## src/rtl/filter_output_decimator.sv

```systemverilog
// -----------------------------------------------------------------------------
// filter_output_decimator
//
// Sits after the IIR low-pass filter of the theremin PLL chain. Every CE strobe
// delivers one filter sample; blocks of 2^DECIM_SHIFT_BITS samples are summed
// and shifted down to their average, and each average is queued in a small
// first-word-fall-through FIFO that the consumer drains with valid/ready.
//
// Optional build macro: DECIMATOR_ROUND_EN
//   defined   -> averages round half toward +infinity
//   undefined -> averages are floored (plain arithmetic shift)
//
// Ports:
//   CLK             clock, everything on the rising edge
//   RESET_N         synchronous active-low reset, clears all state
//   CE              sample strobe, IN_VALUE valid while high
//   IN_VALUE        signed filter sample (DATA_BITS)
//   OUT_VALUE       signed average at the FIFO head (OUT_BITS); last popped
//                   word when the FIFO is empty
//   OUT_VALID       FIFO not empty
//   OUT_READY       consumer accepts the head word
//   FIFO_LEVEL      number of stored words (FIFO_DEPTH_BITS+1)
//   OVERFLOW        sticky: an average was dropped because the FIFO was full
//   CLEAR_OVERFLOW  clears OVERFLOW (a simultaneous new overflow wins)
// -----------------------------------------------------------------------------
module filter_output_decimator #(
    parameter int DATA_BITS        = 30,
    parameter int DECIM_SHIFT_BITS = 4,
    parameter int OUT_BITS         = 30,
    parameter int FIFO_DEPTH_BITS  = 2
) (
    input  logic                        CLK,
    input  logic                        RESET_N,
    input  logic                        CE,
    input  logic signed [DATA_BITS-1:0] IN_VALUE,
    output logic signed [OUT_BITS-1:0]  OUT_VALUE,
    output logic                        OUT_VALID,
    input  logic                        OUT_READY,
    output logic [FIFO_DEPTH_BITS:0]    FIFO_LEVEL,
    output logic                        OVERFLOW,
    input  logic                        CLEAR_OVERFLOW
);

    localparam int ACC_BITS   = DATA_BITS + DECIM_SHIFT_BITS;
    localparam int FIFO_DEPTH = 1 << FIFO_DEPTH_BITS;

    // N-1 is all ones in the counter width
    localparam logic [DECIM_SHIFT_BITS-1:0] CNT_LAST = {DECIM_SHIFT_BITS{1'b1}};
    localparam logic [DECIM_SHIFT_BITS-1:0] CNT_ONE  = DECIM_SHIFT_BITS'(1);
    localparam logic [FIFO_DEPTH_BITS-1:0]  PTR_ONE  = FIFO_DEPTH_BITS'(1);
    localparam logic [FIFO_DEPTH_BITS:0]    LEVEL_ONE  = (FIFO_DEPTH_BITS+1)'(1);
    localparam logic [FIFO_DEPTH_BITS:0]    LEVEL_FULL = (FIFO_DEPTH_BITS+1)'(FIFO_DEPTH);

`ifdef DECIMATOR_ROUND_EN
    // Half an LSB of the result; the full block sum plus this still fits ACC.
    localparam logic signed [ACC_BITS-1:0] ROUND_ADD = ACC_BITS'(1) << (DECIM_SHIFT_BITS - 1);
`else
    localparam logic signed [ACC_BITS-1:0] ROUND_ADD = '0;
`endif

    // ---------------------------------------------------------------- state
    logic signed [ACC_BITS-1:0]         acc_reg;
    logic [DECIM_SHIFT_BITS-1:0]        cnt_reg;
    logic signed [DATA_BITS-1:0]        res_reg;
    logic                               push_pend_reg;

    logic [OUT_BITS-1:0]                mem [FIFO_DEPTH];
    logic [FIFO_DEPTH_BITS-1:0]         wr_ptr_reg;
    logic [FIFO_DEPTH_BITS-1:0]         rd_ptr_reg;
    logic [FIFO_DEPTH_BITS:0]           level_reg;
    logic                               overflow_reg;
    logic signed [OUT_BITS-1:0]         out_value_reg;

    // ------------------------------------------------------- accumulator path
    logic signed [ACC_BITS-1:0]         in_ext;
    logic                               block_last;
    logic signed [ACC_BITS-1:0]         block_sum;
    logic signed [DATA_BITS-1:0]        res_next;

    assign in_ext     = {{DECIM_SHIFT_BITS{IN_VALUE[DATA_BITS-1]}}, IN_VALUE};
    assign block_last = (cnt_reg == CNT_LAST);
    // The rounding offset only enters on the closing sample of a block, so the
    // running partial sums stay exact.
    assign block_sum  = acc_reg + in_ext + (block_last ? ROUND_ADD : '0);
    // Arithmetic right shift by DECIM_SHIFT_BITS, keeping DATA_BITS: the upper
    // bits of the sum are exactly that result.
    assign res_next   = block_sum[ACC_BITS-1:DECIM_SHIFT_BITS];

    // ------------------------------------------------------------ FIFO path
    logic [OUT_BITS-1:0]                word_in;
    logic                               fifo_full;
    logic                               pop;
    logic                               push_ok;
    logic                               overflow_event;
    logic [FIFO_DEPTH_BITS-1:0]         rd_ptr_inc;

    assign word_in        = res_reg[DATA_BITS-1 -: OUT_BITS];
    assign fifo_full      = (level_reg == LEVEL_FULL);
    assign pop            = OUT_VALID && OUT_READY;
    // A full FIFO still accepts the push when the head leaves on the same edge.
    assign push_ok        = push_pend_reg && (!fifo_full || pop);
    assign overflow_event = push_pend_reg && fifo_full && !pop;
    assign rd_ptr_inc     = rd_ptr_reg + PTR_ONE;

    always_ff @(posedge CLK) begin
        if (!RESET_N) begin
            acc_reg       <= '0;
            cnt_reg       <= '0;
            res_reg       <= '0;
            push_pend_reg <= 1'b0;
            wr_ptr_reg    <= '0;
            rd_ptr_reg    <= '0;
            level_reg     <= '0;
            overflow_reg  <= 1'b0;
            out_value_reg <= '0;
        end else begin
            // Pushes are at least N >= 2 cycles apart, so clearing here never
            // races with the set below.
            if (push_pend_reg) begin
                push_pend_reg <= 1'b0;
            end

            if (CE) begin
                if (block_last) begin
                    res_reg       <= res_next;
                    push_pend_reg <= 1'b1;
                    acc_reg       <= '0;
                    cnt_reg       <= '0;
                end else begin
                    acc_reg <= block_sum;
                    cnt_reg <= cnt_reg + CNT_ONE;
                end
            end

            if (push_ok) begin
                wr_ptr_reg <= wr_ptr_reg + PTR_ONE;
            end
            if (pop) begin
                rd_ptr_reg <= rd_ptr_inc;
            end

            if (push_ok && !pop) begin
                level_reg <= level_reg + LEVEL_ONE;
            end else if (!push_ok && pop) begin
                level_reg <= level_reg - LEVEL_ONE;
            end

            if (overflow_event) begin
                overflow_reg <= 1'b1;
            end else if (CLEAR_OVERFLOW) begin
                overflow_reg <= 1'b0;
            end

            // OUT_VALUE tracks the head word. It only moves when the head
            // changes: a pop exposes the next stored word (or the word being
            // pushed when the popped one was the last), and a push into an
            // empty FIFO exposes the new word. A pop that empties the FIFO
            // leaves the popped word visible.
            if (pop) begin
                if (level_reg > LEVEL_ONE) begin
                    out_value_reg <= mem[rd_ptr_inc];
                end else if (push_ok) begin
                    out_value_reg <= word_in;
                end
            end else if (push_ok && (level_reg == '0)) begin
                out_value_reg <= word_in;
            end
        end
    end

    // Storage array has no reset; the pointers define what is valid.
    always_ff @(posedge CLK) begin
        if (RESET_N && push_ok) begin
            mem[wr_ptr_reg] <= word_in;
        end
    end

    assign OUT_VALUE  = out_value_reg;
    assign OUT_VALID  = (level_reg != '0);
    assign FIFO_LEVEL = level_reg;
    assign OVERFLOW   = overflow_reg;

endmodule

```

## config.mk

```make
export PLATFORM = sky130hd
export DESIGN_NAME = filter_output_decimator
export DESIGN_NICKNAME = d
export VERILOG_FILES = /design/src/rtl/filter_output_decimator.sv
export SDC_FILE = /design/constraint.sdc
export NUM_CORES = 1
export LEC_CHECK = 0
export ABC_AREA = 1
export CAP_MARGIN = 20
export CORE_MARGIN = 2
export CORE_UTILIZATION = 40
export DETAILED_ROUTE_END_ITERATION = 12
export PLACE_DENSITY = 0.54
export SKIP_LAST_GASP = 1
export SYNTH_ARGS = -nofsm -noshare
export SYNTH_HDL_FRONTEND = slang
export SYNTH_SLANG_ARGS = --single-unit
```

## constraint.sdc

```tcl
create_clock -name CLK -period 3.31 [get_ports CLK]
set_input_delay 0.331 -clock CLK [delete_from_list [all_inputs] [get_ports CLK]]
set_output_delay 0.331 -clock CLK [all_outputs]
set_load 0.01 [all_outputs]
```

Yosys cells after proc, flatten, opt, wreduce, memory -nomap -nowiden
Memory sizes are Yosys's and may differ from the RTL's.
Index checks and enable logic that the tools add are counted.
{"block": "classes", "add_sub_neg": 6, "muxes": 13, "reduce_logical": 20, "n_lt_le_gt_ge": 1, "n_eq_ne": 3}
{"cell": "2-to-1 mux 30 bit", "count": 4}
{"cell": "adder 34 bit", "count": 1}
{"cell": "2-to-1 mux 34 bit", "count": 1}
{"cell": "logical AND 1 bit", "count": 8}
{"cell": "2-to-1 mux 3 bit", "count": 2}
{"cell": "AND reduction 2 bit", "count": 3}
{"cell": "nonzero test 2 bit", "count": 3}
{"cell": "2-to-1 mux 1 bit", "count": 5}
{"cell": "adder 2 x 1 -> 2 bit, second input constant", "count": 2}
{"cell": "adder 4 x 1 -> 4 bit, second input constant", "count": 1}
{"cell": "equality test 4 bit, second input constant", "count": 1}
{"cell": "2-to-1 mux 4 bit", "count": 1}
{"cell": "adder 3 x 1 -> 3 bit, second input constant", "count": 1}
{"cell": "equality test 3 bit, second input constant", "count": 1}
{"cell": "> comparator 3 x 1 -> 1 bit, second input constant", "count": 1}
{"cell": "zero test 1 bit", "count": 3}
{"cell": "zero test 3 bit", "count": 1}
{"cell": "inequality test 3 x 1 -> 1 bit, second input constant", "count": 1}
{"cell": "nonzero test 3 bit", "count": 1}
{"cell": "subtractor 3 x 1 -> 3 bit, second input constant", "count": 1}
{"cell": "logical OR 1 bit", "count": 1}
{"block": "word_totals", "reg_bits": 107, "mem_count": 1, "word_cells": 53, "input_bits": 35, "ram_bits": 120}
{"name": "mem", "depth": 4, "width": 30, "read_ports": 1, "rd_ports_with_merged_regs": 0, "write_ports": 1, "line_no": "67", "source": "logic [OUT_BITS-1:0] mem [FIFO_DEPTH];"}

Logic depth before layout (Yosys ltp)
Gate-level depths: netlist of the first run.
{"block": "logic_depth", "depth_word": 8, "ltp_mapped": 14, "mapped_depth_nobuf": 14}

Worst setup path after synthesis of the first run
Ideal clock, no wire load.
{"block": "synth_path", "kind": "register to register", "startpoint": "register level_reg[0], in the netlist FIFO_LEVEL[0]", "endpoint": "memory mem[0][0] (enable)", "n_path_buf": 0, "setup_ns": 0.417, "stages_incl_launch_ff": 8, "setup_slack_ns": 0.472, "arrival_time_ns": 2.421, "cell_sequence": "dfxtp_1 inv_1 ha_1 nand3_1 nand2_1 inv_1 nand2_1 nor2_1"}
{"block": "synth_via", "elab_chain_len": 7, "elab_cells_between_ends": 9}
{"item": "start: declaration", "line_no": "70", "source": "logic [FIFO_DEPTH_BITS:0] level_reg;"}
{"item": "start signal: assignment", "line_no": "143", "source": "level_reg <= level_reg + LEVEL_ONE;"}
{"item": "start signal: assignment", "line_no": "145", "source": "level_reg <= level_reg - LEVEL_ONE;"}
{"item": "equality test 3 bit or nonzero test 3 bit (tied branches)", "line_no": "98, 179"}
{"item": "zero test 1 bit or logical AND 1 bit (tied branches)", "line_no": "101, 99"}
{"item": "logical OR 1 bit *", "line_no": "101", "source": "assign push_ok = push_pend_reg && (!fifo_full || pop);"}
{"item": "logical AND 1 bit *", "line_no": "101"}
{"item": "named net push_ok", "line_no": "93", "source": "logic push_ok;"}
{"item": "logical AND 1 bit *", "line_no": "173", "source": "if (RESET_N && push_ok) begin"}
{"item": "2-to-1 mux 1 bit *", "line_no": "173"}
{"item": "2-to-1 mux 1 bit (not written as such) *", "line_no": "174", "source": "mem[wr_ptr_reg] <= word_in;"}
{"item": "end: declaration", "line_no": "67"}
Mark *: on every way through the listed nets, which the timed path passes. The rest lies on a longest branch.

Worst setup path in the final report of the first run
{"block": "layout_path", "startpoint": "register level_reg[0], in the netlist FIFO_LEVEL[0]", "endpoint": "register out_value_reg[29], in the netlist OUT_VALUE[29]"}
{"block": "layout_via", "elab_chain_len": 7, "elab_cells_between_ends": 14}
{"item": "equality test 3 bit or nonzero test 3 bit (tied branches)", "line_no": "98, 179"}
{"item": "zero test 1 bit or logical AND 1 bit (tied branches)", "line_no": "101, 99"}
{"item": "logical OR 1 bit", "line_no": "101"}
{"item": "logical AND 1 bit", "line_no": "101"}
{"item": "logical AND 1 bit", "line_no": "165", "source": "end else if (push_ok && (level_reg == '0)) begin"}
{"item": "nonzero test 2 bit (no line)"}
{"item": "AND reduction 2 bit (no line)"}
{"item": "end signal: assignment", "line_no": "161", "source": "out_value_reg <= mem[rd_ptr_inc];"}
{"item": "end signal: assignment", "line_no": "163", "source": "out_value_reg <= word_in;"}
{"item": "end signal: assignment", "line_no": "166", "source": "out_value_reg <= word_in;"}
{"item": "end: declaration", "line_no": "72", "source": "logic signed [OUT_BITS-1:0] out_value_reg;"}
Several ways; a longest one is shown, not always the timed one.
A chain may end at the register's enable or synchronous reset.

==> results.ini, run 1 <==
[status]
run_status = finished clean

[pwr]
sw_frac_of_total_pct = 31.57
p_leak_nw = 5.110
internal_power_w = 0.005548
p_sw_w = 0.002559
p_per_area_mw_per_mm2 = 628.2
max-vdd-ir-drop_mv = 0.3874
pwr-share-seq_pct = 38.5
clock_power_share_pct = 36.4
report.power.total_w = 0.008107
comb_power_share_pct = 25.1

[route]
vias_per_cell = 5.130
via_count = 8746
wl_um = 30210
drt-pass1-iter-count = 5
drc_errors = 0
drtIter0Drc = 541
postRouteAntennaNets = 0
wl_per_cell_um = 17.72

[clock_tree]
clock_latency_ps = 540
cts_setup_buffers = 0
cts_buffers = 26
cts.path.max_buffers = 3
cts.root.buffer_cell = clkbuf_16
path_clk_slew_ps = 60
cts-resized-gates = 0
hold_buffers = 0
cts.sinks = 227
h-tree-depth = 1
cts_tree = built

[worst_setup_path]
max_stage_delay_ps = 400
cp.required_ps = 3700
end_kind = flop
critPathTopFamily = buffers and inverters
crit_path_top_delay_cell = dfxtp_1
crit_chain = inv_1 -> ha_1 -> nand2_2 -> nand2_2 -> inv_2 -> ha_1 -> inv_1 -> o21ai_4 -> buf_4 -> a21oi_1 -> o21ai_0 -> a21oi_1
crit_type = reg2reg
cp.arrival_ps = 2940
critPathBufInv = 4
critPathMaxFanout = 19
cp-start-kind = flop

[final_layout]
fillCellCount = 2593
final_cells = 1705
diodes = 0
stdcell_area_mm2 = 0.01290
final_nets = 1424
area_growth_pct = 18.84
largest_reg_flops = 120
layout-drive-gt1-share_pct = 7.185

[logic_synthesis]
synth.area.mux_share_pct = 0
ys_ff_latch = 227
postSynthCellCount = 1267
yosysTopAreaCellShare_pct = 33.18
yosysMostFrequentCell = nand2_1
synth_cell_types = 37
syn_nets = 1347
synthSimpleGateAreaFrac_pct = 18.95
synthXorXnorAreaFrac_pct = 1.129
synth-edff-count = 120
synth-compound-area-share_pct = 15.13
synthTopCellsByArea = edfxtp_1, dfxtp_1, nand2_1, a21oi_1, ha_1
ys_warn_count = 0
ys_top_cells_by_count = nand2_1, a21oi_1, inv_1
syn-cell-area_mm2 = 0.01086
synth_top_family_by_area = simple AND/OR/NAND/NOR gates
yosys.area.top_type = edfxtp_1
synthArstFlopShare_pct = 0
synthAdderAreaFrac_pct = 5.254
avgSynthCellArea_um2 = 8.571
yosysSeqAreaShare_pct = 52.91
ys.flop_type = edfxtp_1

[timing]
min_period_ps = 2552
setup_viol = 0
drv_slew = 0
worstMarginPinSlew_ps = 833.3
relSlewSlack_pct = 44.39
timing.final.crit_share_pct = 77.09
clock-skew-final_ps = 11.76
finalSetupTns_ps = 0
hold_violations = 0
worst_slack_ps = 758.2
clock.fmax_mhz = 391.9
rsz0062_at_grt = no

[placement]
pre_cts_ws_ps = 598.7
hpwl_um = 20670
numPortBuffers = 69
post-place-cells = 1657
post_dp_cell_area_mm2 = 0.01203
gp_congestion = 0.8822

[die]
die_x_um = 168.8
coreArea_mm2 = 0.02680
fp.dieArea_mm2 = 0.02848
num_rows = 60
die_h_um = 168.8
start_util_pct = 40.52
ios = 70

[min_path]
hold_class = in2reg

[global_route]
track_usage_pct = 21.10
grt_max_degree = 67
antenna_found_initial = 0
grt.overflow.total = 0
grt_pass1_vias = 8492
grt_pass1_wl_um = 47000

[job]
cap_violations = 0

-- per-stage QoR --
step                      hold slack (ps)  util, %
after detailed placement            456.3    44.87
after floorplan                     425.6        -
final                               426.0    48.15
after global routing                466.1    48.15
after CTS                           417.8    48.15
after global placement              453.0    44.87
-- cell families after synthesis --
group           after synthesis
buf+inv                     188
flops                       227
xor+xnor                     14
fa+ha+maj                    45
simple gates                493
compound gates              300
-- worst reg2reg max path, stage by stage (launching register included) --
cell and delay [ps]:
dfxtp_1 400, inv_1 110, ha_1 250, nand2_2 120
nand2_2 110, inv_2 250, ha_1 190, inv_1 70
o21ai_4 200, buf_4 270, a21oi_1 100, o21ai_0 210
a21oi_1 110
-- path summary, 6_finish.rpt --
path                        from            end  slack, ps  depth (start not counted)
setup / recovery   FIFO_LEVEL[0]  OUT_VALUE[29]        760                         12
hold / removal    CLEAR_OVERFLOW       OVERFLOW        430                          4
setup reg to reg   FIFO_LEVEL[0]  OUT_VALUE[29]        760                         12
hold reg to reg     OUT_VALUE[8]   OUT_VALUE[8]        460                          2
-- cell usage in the layout (no fill, tap or decap), types with 5 or more instances in the layout --
cell             netlist  final
clkbuf_16              0     26
nor3_1                 7      7
or2_2                  5      5
clkdlybuf4s50_1        0     69
nor2_2                 1      5
inv_1                136    135
ha_1                  44     44
nor2_1                80     75
or2_1                  5      5
buf_4                  1     26
o22ai_1                8      8
o21ai_0               70     70
nand2_1              303    303
a221o_1               19     19
nand3_1               67     67
edfxtp_1             120    120
inv_2                  5      6
o21ai_1               27     27
dfxtp_1              107    107
xnor2_1               10     10
a21oi_1              165    165
nand4_1                9      9
nand2_2                7      7
clkbuf_1              36      7
-- cell type report --
type,count,area (um^2),share of cell area (%)
clock inverter,14,187.7,1.454
multi-input combinational,852,4419,34.24
clock buffer,34,690.7,5.352
inverter,141,529.3,4.101
tap,341,426.7,3.306
sequential,227,5746,44.52
timing repair buffer,96,905.9,7.020
-- power groups by stage --
stage	combinational, W	clock [W]	sequential (W)
6_report	0.00204	0.00295	0.00312
5_1_grt	0.00227	0.00312	0.00313
4_1_cts	0.00205	0.00302	0.00312
3_5_place_dp	0.00204	0	0.00318
3_3_place_gp	0.00202	0	0.00318
2_1_floorplan	0.00135	0	0.00316
-- metal layers --
metal  global-route usage [%]  part of all wire (%)
met3                    2.245                   3.4
met2                    36.44                    48
met4                    4.798                   2.1
met5                        0                     0
met1                    28.63                    47
Power figures use the tool's default switching activity.
==> run 2, diff against run 1 <==
- clock period: 3.31 -> 2.65 ns (I/O delays scaled with it)
==> run 2 against run 1 <==
  * Combinational power is 30% higher
  * Register-to-register slack worse by 320 ps
  * Sequential power is 25% higher
  * Cell count is 1.2% higher
  * Final area is 1.4% higher
  * Non-clock buffer count is 21 higher
  * Routed wire length is 0.38% lower
  * Critical path type is now reg2out
  * Critical endpoint is now OUT_VALID
  * Highest routed layer unchanged
==> results.ini, run 2 (synthesized netlist as in run 1, its figures left out) <==
[timing]
drv_slew = 0
clock.fmax_mhz = 448.9
clock-skew-final_ps = 11.39
timing.final.crit_share_pct = 84.06
worst_slack_ps = 422.4
hold_violations = 0
setup_viol = 0
hold-worst-slack_ps = 359.8
worstMarginPinSlew_ps = 575.7
relSlewSlack_pct = 61.57
rsz0062_at_grt = no
min_period_ps = 2228

[global_route]
grt_pass1_vias = 8518
grt_max_degree = 67
track_usage_pct = 21.37
grt_pass1_wl_um = 47240
grt.overflow.total = 0
antenna_found_initial = 0

[worst_setup_path]
max_stage_delay_ps = 540
critPathTopFamily = buffers and inverters
end_kind = primary output
crit_path_top_delay_cell = clkdlybuf4s50_1
critPathBufInv = 2
critPathMaxFanout = 5
crit_chain = inv_1 -> ha_1 -> nand2_2 -> clkdlybuf4s50_1
reg2reg_slack_ps = 440
cp.required_ps = 2380
cp-start-kind = flop
cp.arrival_ps = 1960
crit_type = reg2out

[die]
ios = 70
fp.dieArea_mm2 = 0.02848
num_rows = 60
coreArea_mm2 = 0.02680
die_x_um = 168.8
die_h_um = 168.8
start_util_pct = 40.52

[pwr]
p_leak_nw = 5.191
pwr-share-seq_pct = 39.5
p_per_area_mw_per_mm2 = 754.6
p_sw_w = 0.003162
max-vdd-ir-drop_mv = 0.4519
clock_power_share_pct = 33.6
internal_power_w = 0.006707
report.power.total_w = 0.009870
comb_power_share_pct = 26.9
sw_frac_of_total_pct = 32.04

[status]
run_status = finished clean

[route]
drtIter0Drc = 558
wl_um = 30090
postRouteAntennaNets = 0
wl_per_cell_um = 17.44
vias_per_cell = 5.172
drt-pass1-iter-count = 5
via_count = 8922
drc_errors = 0

[placement]
post_dp_cell_area_mm2 = 0.01230
gp_congestion = 0.8960
post-place-cells = 1678
pre_cts_ws_ps = 64.56
hpwl_um = 21010
numPortBuffers = 69

[clock_tree]
cts_buffers = 26
cts_setup_buffers = 0
path_clk_slew_ps = 60
cts.path.max_buffers = 3
h-tree-depth = 1
cts.root.buffer_cell = clkbuf_16
cts_tree = built
cts-resized-gates = 0
hold_buffers = 0
clock_latency_ps = 540
cts.sinks = 227

[final_layout]
largest_reg_flops = 120
final_common_cell = nand2_1
final_cells = 1725
multi_input_area_mm2 = 0.004419
final_nets = 1445
diodes = 0
layout-drive-gt1-share_pct = 8.237
area_growth_pct = 20.45
seq_area_mm2 = 0.005746
fillCellCount = 2566
layout_common_cells = nand2_1, a21oi_1, inv_1
stdcell_area_mm2 = 0.01308

[job]
cap_violations = 0

[min_path]
hold_class = in2reg

run 2: cell count changes in the layout (fill, tap and decap cells not counted), sizes merged:
cell / delta
buf: +21
bufinv: -3
clkbuf: +3
clkinv: -1
clkinvlp: +1
inv: -1
run 2: final timing paths:
check                       from             to  depth (start not counted)
setup / recovery   FIFO_LEVEL[0]      OUT_VALID                          4
hold / removal    CLEAR_OVERFLOW       OVERFLOW                          4
setup reg to reg   FIFO_LEVEL[0]  OUT_VALUE[12]                         12
hold reg to reg     OUT_VALUE[7]   OUT_VALUE[7]                          2
run 2: metal layers:
layer  part of all wire (%)  vias to the layer above  GRT usage [%]  wire (um)
li1                       -                     4473              -          -
met1                     46                     4211          29.45      13860
met2                     47                      196          36.01      14240
met3                    4.6                       42          2.595       1378
met4                    2.0                        0          5.097        614
met5                      0                        -              0          0
run 2: layout make-up:
class / count / area share, %
inverter: 141 / 4.046
sequential: 227 / 43.93
multi-input combinational: 852 / 33.79
clock buffer: 37 / 5.290
clock inverter: 10 / 0.6983
timing repair buffer: 117 / 8.992
tap: 341 / 3.262
run 2: power by group through the flow:
stage	clock, W	sequential, W	combinational (W)
2_1_floorplan	0	0.00395	0.00168
3_3_place_gp	0	0.00397	0.00264
3_5_place_dp	0	0.00397	0.00265
4_1_cts	0.00341	0.00390	0.00266
5_1_grt	0.00355	0.00392	0.00296
6_report	0.00332	0.00390	0.00265
run 2: tightest hold or removal path, stage by stage:
cell             delay (ps)
clkdlybuf4s50_1         450
inv_1                    40
nand2_1                  40
a21oi_1                  50
run 2: stage by stage:
| step | util, % | setup TNS [ps] |
|---|---|---|
| detailed placement | 45.88 | 0 |
| finish | 48.80 | 0 |
| global route | 48.80 | 0 |
| floorplan | - | -22570 |
| CTS | 48.80 | 0 |
| global placement | 45.88 | 0 |
==> run 3, diff against run 2 <==
- clock period: 2.65 -> 2.14 ns (I/O delays scaled with it)
==> run 3 against run 2 <==
  * Via count increased by 2.8%
  * Critical endpoint is now res_reg[25]
  * Clock power increased by 30%
  * First-iteration DRC count increased by 5.0%
  * Critical path type is now reg2reg
  * Cell count increased by 5.3%
  * Global-route usage increased by 0.32 points
  * Flip-flop and latch count unchanged
  * Critical path depth increased by 7
==> results.ini, run 3 (synthesized netlist as in run 1, its figures left out) <==
[placement]
post-place-cells = 1769
hpwl_um = 21910
gp_congestion = 0.9439
numPortBuffers = 69
pre_cts_ws_ps = -300.8

[final_layout]
layout-drive-gt1-share_pct = 17.15
final_nets = 1537
largest_reg_flops = 120
final_cells = 1816
fillCellCount = 2521
area_growth_pct = 29.54
final_common_cell = nand2_1
diodes = 0
layout_common_cells = nand2_1, a21oi_1, inv_1

[pwr]
internal_power_w = 0.009048
pwr-share-seq_pct = 36.5
comb_power_share_pct = 30.7
sw_frac_of_total_pct = 31.12
max-vdd-ir-drop_mv = 0.5577
p_leak_nw = 5.692
p_sw_w = 0.004087
p_per_area_mw_per_mm2 = 933.8
clock_power_share_pct = 32.8

[route]
drc_errors = 0
postRouteAntennaNets = 0
wl_per_cell_um = 16.96
via_count = 9174
vias_per_cell = 5.052
wl_um = 30790
drt-pass1-iter-count = 5
drtIter0Drc = 586

[die]
fp.dieArea_mm2 = 0.02848
die_x_um = 168.8
ios = 70
die_h_um = 168.8
num_rows = 60
start_util_pct = 40.52
coreArea_mm2 = 0.02680

[timing]
rsz0062_at_grt = yes
drv_slew = 0
worst_slack_ps = 107.1
worstMarginPinSlew_ps = 471.4
setup_viol = 0
relSlewSlack_pct = 68.54
min_period_ps = 2033
clock-skew-final_ps = 12.55
clock.fmax_mhz = 491.9
timing.final.crit_share_pct = 95.00
hold_violations = 0

[global_route]
grt.overflow.total = 0
use_met3_pct = 2.268
grt_pass1_vias = 8863
antenna_found_initial = 0
met1_usage_pct = 30.67
use_met2_pct = 36.35
busiest_layer = met2
grt_max_degree = 67
grt_pass1_wl_um = 48330
track_usage_pct = 21.69

[worst_setup_path]
end_kind = flop
reg2reg_slack_ps = 110
cp.required_ps = 2530
crit_type = reg2reg
endpoint = res_reg[25]
startpoint = acc_reg[16]
r2r_cells = 11
r2r-end = res_reg[25]
critPathMaxFanout = 4
cp.arrival_ps = 2430
cp-start-kind = flop
critical_path.reg2reg.startpoint = acc_reg[16]

[clock_tree]
cts.path.max_buffers = 3
cts.root.buffer_cell = clkbuf_16
cts.sinks = 227
path_clk_slew_ps = 60
clock_latency_ps = 520
cts_buffers = 25
h-tree-depth = 1
cts_tree = built

[job]
cap_violations = 0

[min_path]
hold_class = in2reg

[status]
run_status = finished clean

## run 3: changes by cell type in the layout (fill, tap and decap cells not counted), moves of 3 or more
cell | before | now
a21oi_1 | 165 | 152
buf_12 | 10 | 13
nand2_2 | 7 | 20
nand2_1 | 303 | 290
ha_4 | 0 | 6
buf_4 | 38 | 127
nor2_2 | 5 | 10
nor2_1 | 75 | 69
a21oi_2 | 2 | 14
ha_1 | 44 | 36
clkbuf_1 | 11 | 7
## run 3: worst min-delay path by stage
stage                         startpoint       endpoint  cells after the start
after floorplan                       CE     cnt_reg[0]                      1
after global placement     OUT_VALUE[19]  OUT_VALUE[19]                      2
after detailed placement   OUT_VALUE[19]  OUT_VALUE[19]                      2
after CTS                 CLEAR_OVERFLOW       OVERFLOW                      4
after global routing      CLEAR_OVERFLOW       OVERFLOW                      4
final                     CLEAR_OVERFLOW       OVERFLOW                      4
## run 3: worst max-delay path: stages (launching register included)
cell and delay, ps:
dfxtp_2 340, ha_2 370, nand2_1 90, nor2_1 200, buf_4 150, inv_1 50, nor3_1 220, nand2_2 110
nand2_1 70, nand2_1 60, nand3_1 150, o21ai_0 100
## run 3: power groups by stage
stage / combinational [W] / clock [W] / sequential (W)
after detailed placement: 0.00382 / 0 / 0.00488
after CTS: 0.00385 / 0.00438 / 0.00479
after global placement: 0.00382 / 0 / 0.00488
after floorplan: 0.00209 / 0 / 0.00489
final: 0.00403 / 0.00430 / 0.00480
after global routing: 0.00445 / 0.00455 / 0.00481
## run 3: final cells by class
type | instances | area [um^2] | area share, %
Sequential cell | 227 | 5747 | 40.85
Multi-Input combinational cell | 852 | 4623 | 32.86
Timing Repair Buffer | 210 | 1929 | 13.72
Clock buffer | 34 | 679.4 | 4.830
Inverter | 141 | 529.3 | 3.762
Tap cell | 341 | 426.7 | 3.033
Clock inverter | 11 | 132.6 | 0.9428
## run 3: repair_timing
item | CTS | global route
gates resized for setup | 1 | 47
cloned | 0 | 1
buffers inserted | 0 | 1
endpoints found under the setup margin | 1 | 57
hold buffers | 0 | 0
pin swaps | 0 | 7
## run 3: routing by layer
metal | share of wire, % | vias up | wire length (um)
li1 | - | 4661 | -
met1 | 48 | 4297 | 14820
met3 | 3.6 | 42 | 1098
met4 | 1.7 | 0 | 529
met5 | 0 | - | 0
met2 | 47 | 174 | 14340
## run 3: through the flow
stage               utilization [%]  area (um^2)  power, W  hold slack [ps]  TNS [ps]
global route                  52.49        14070   0.01381            345.6    -38.44
detailed placement            48.52        13010  0.008705            453.8     -9207
CTS                           51.56        13820   0.01302            309.1         0
finish                        52.49        14070   0.01314            330.6         0
floorplan                         -        10870  0.006978            308.6    -29900
global placement              48.52        13010  0.008701            451.5     -8152
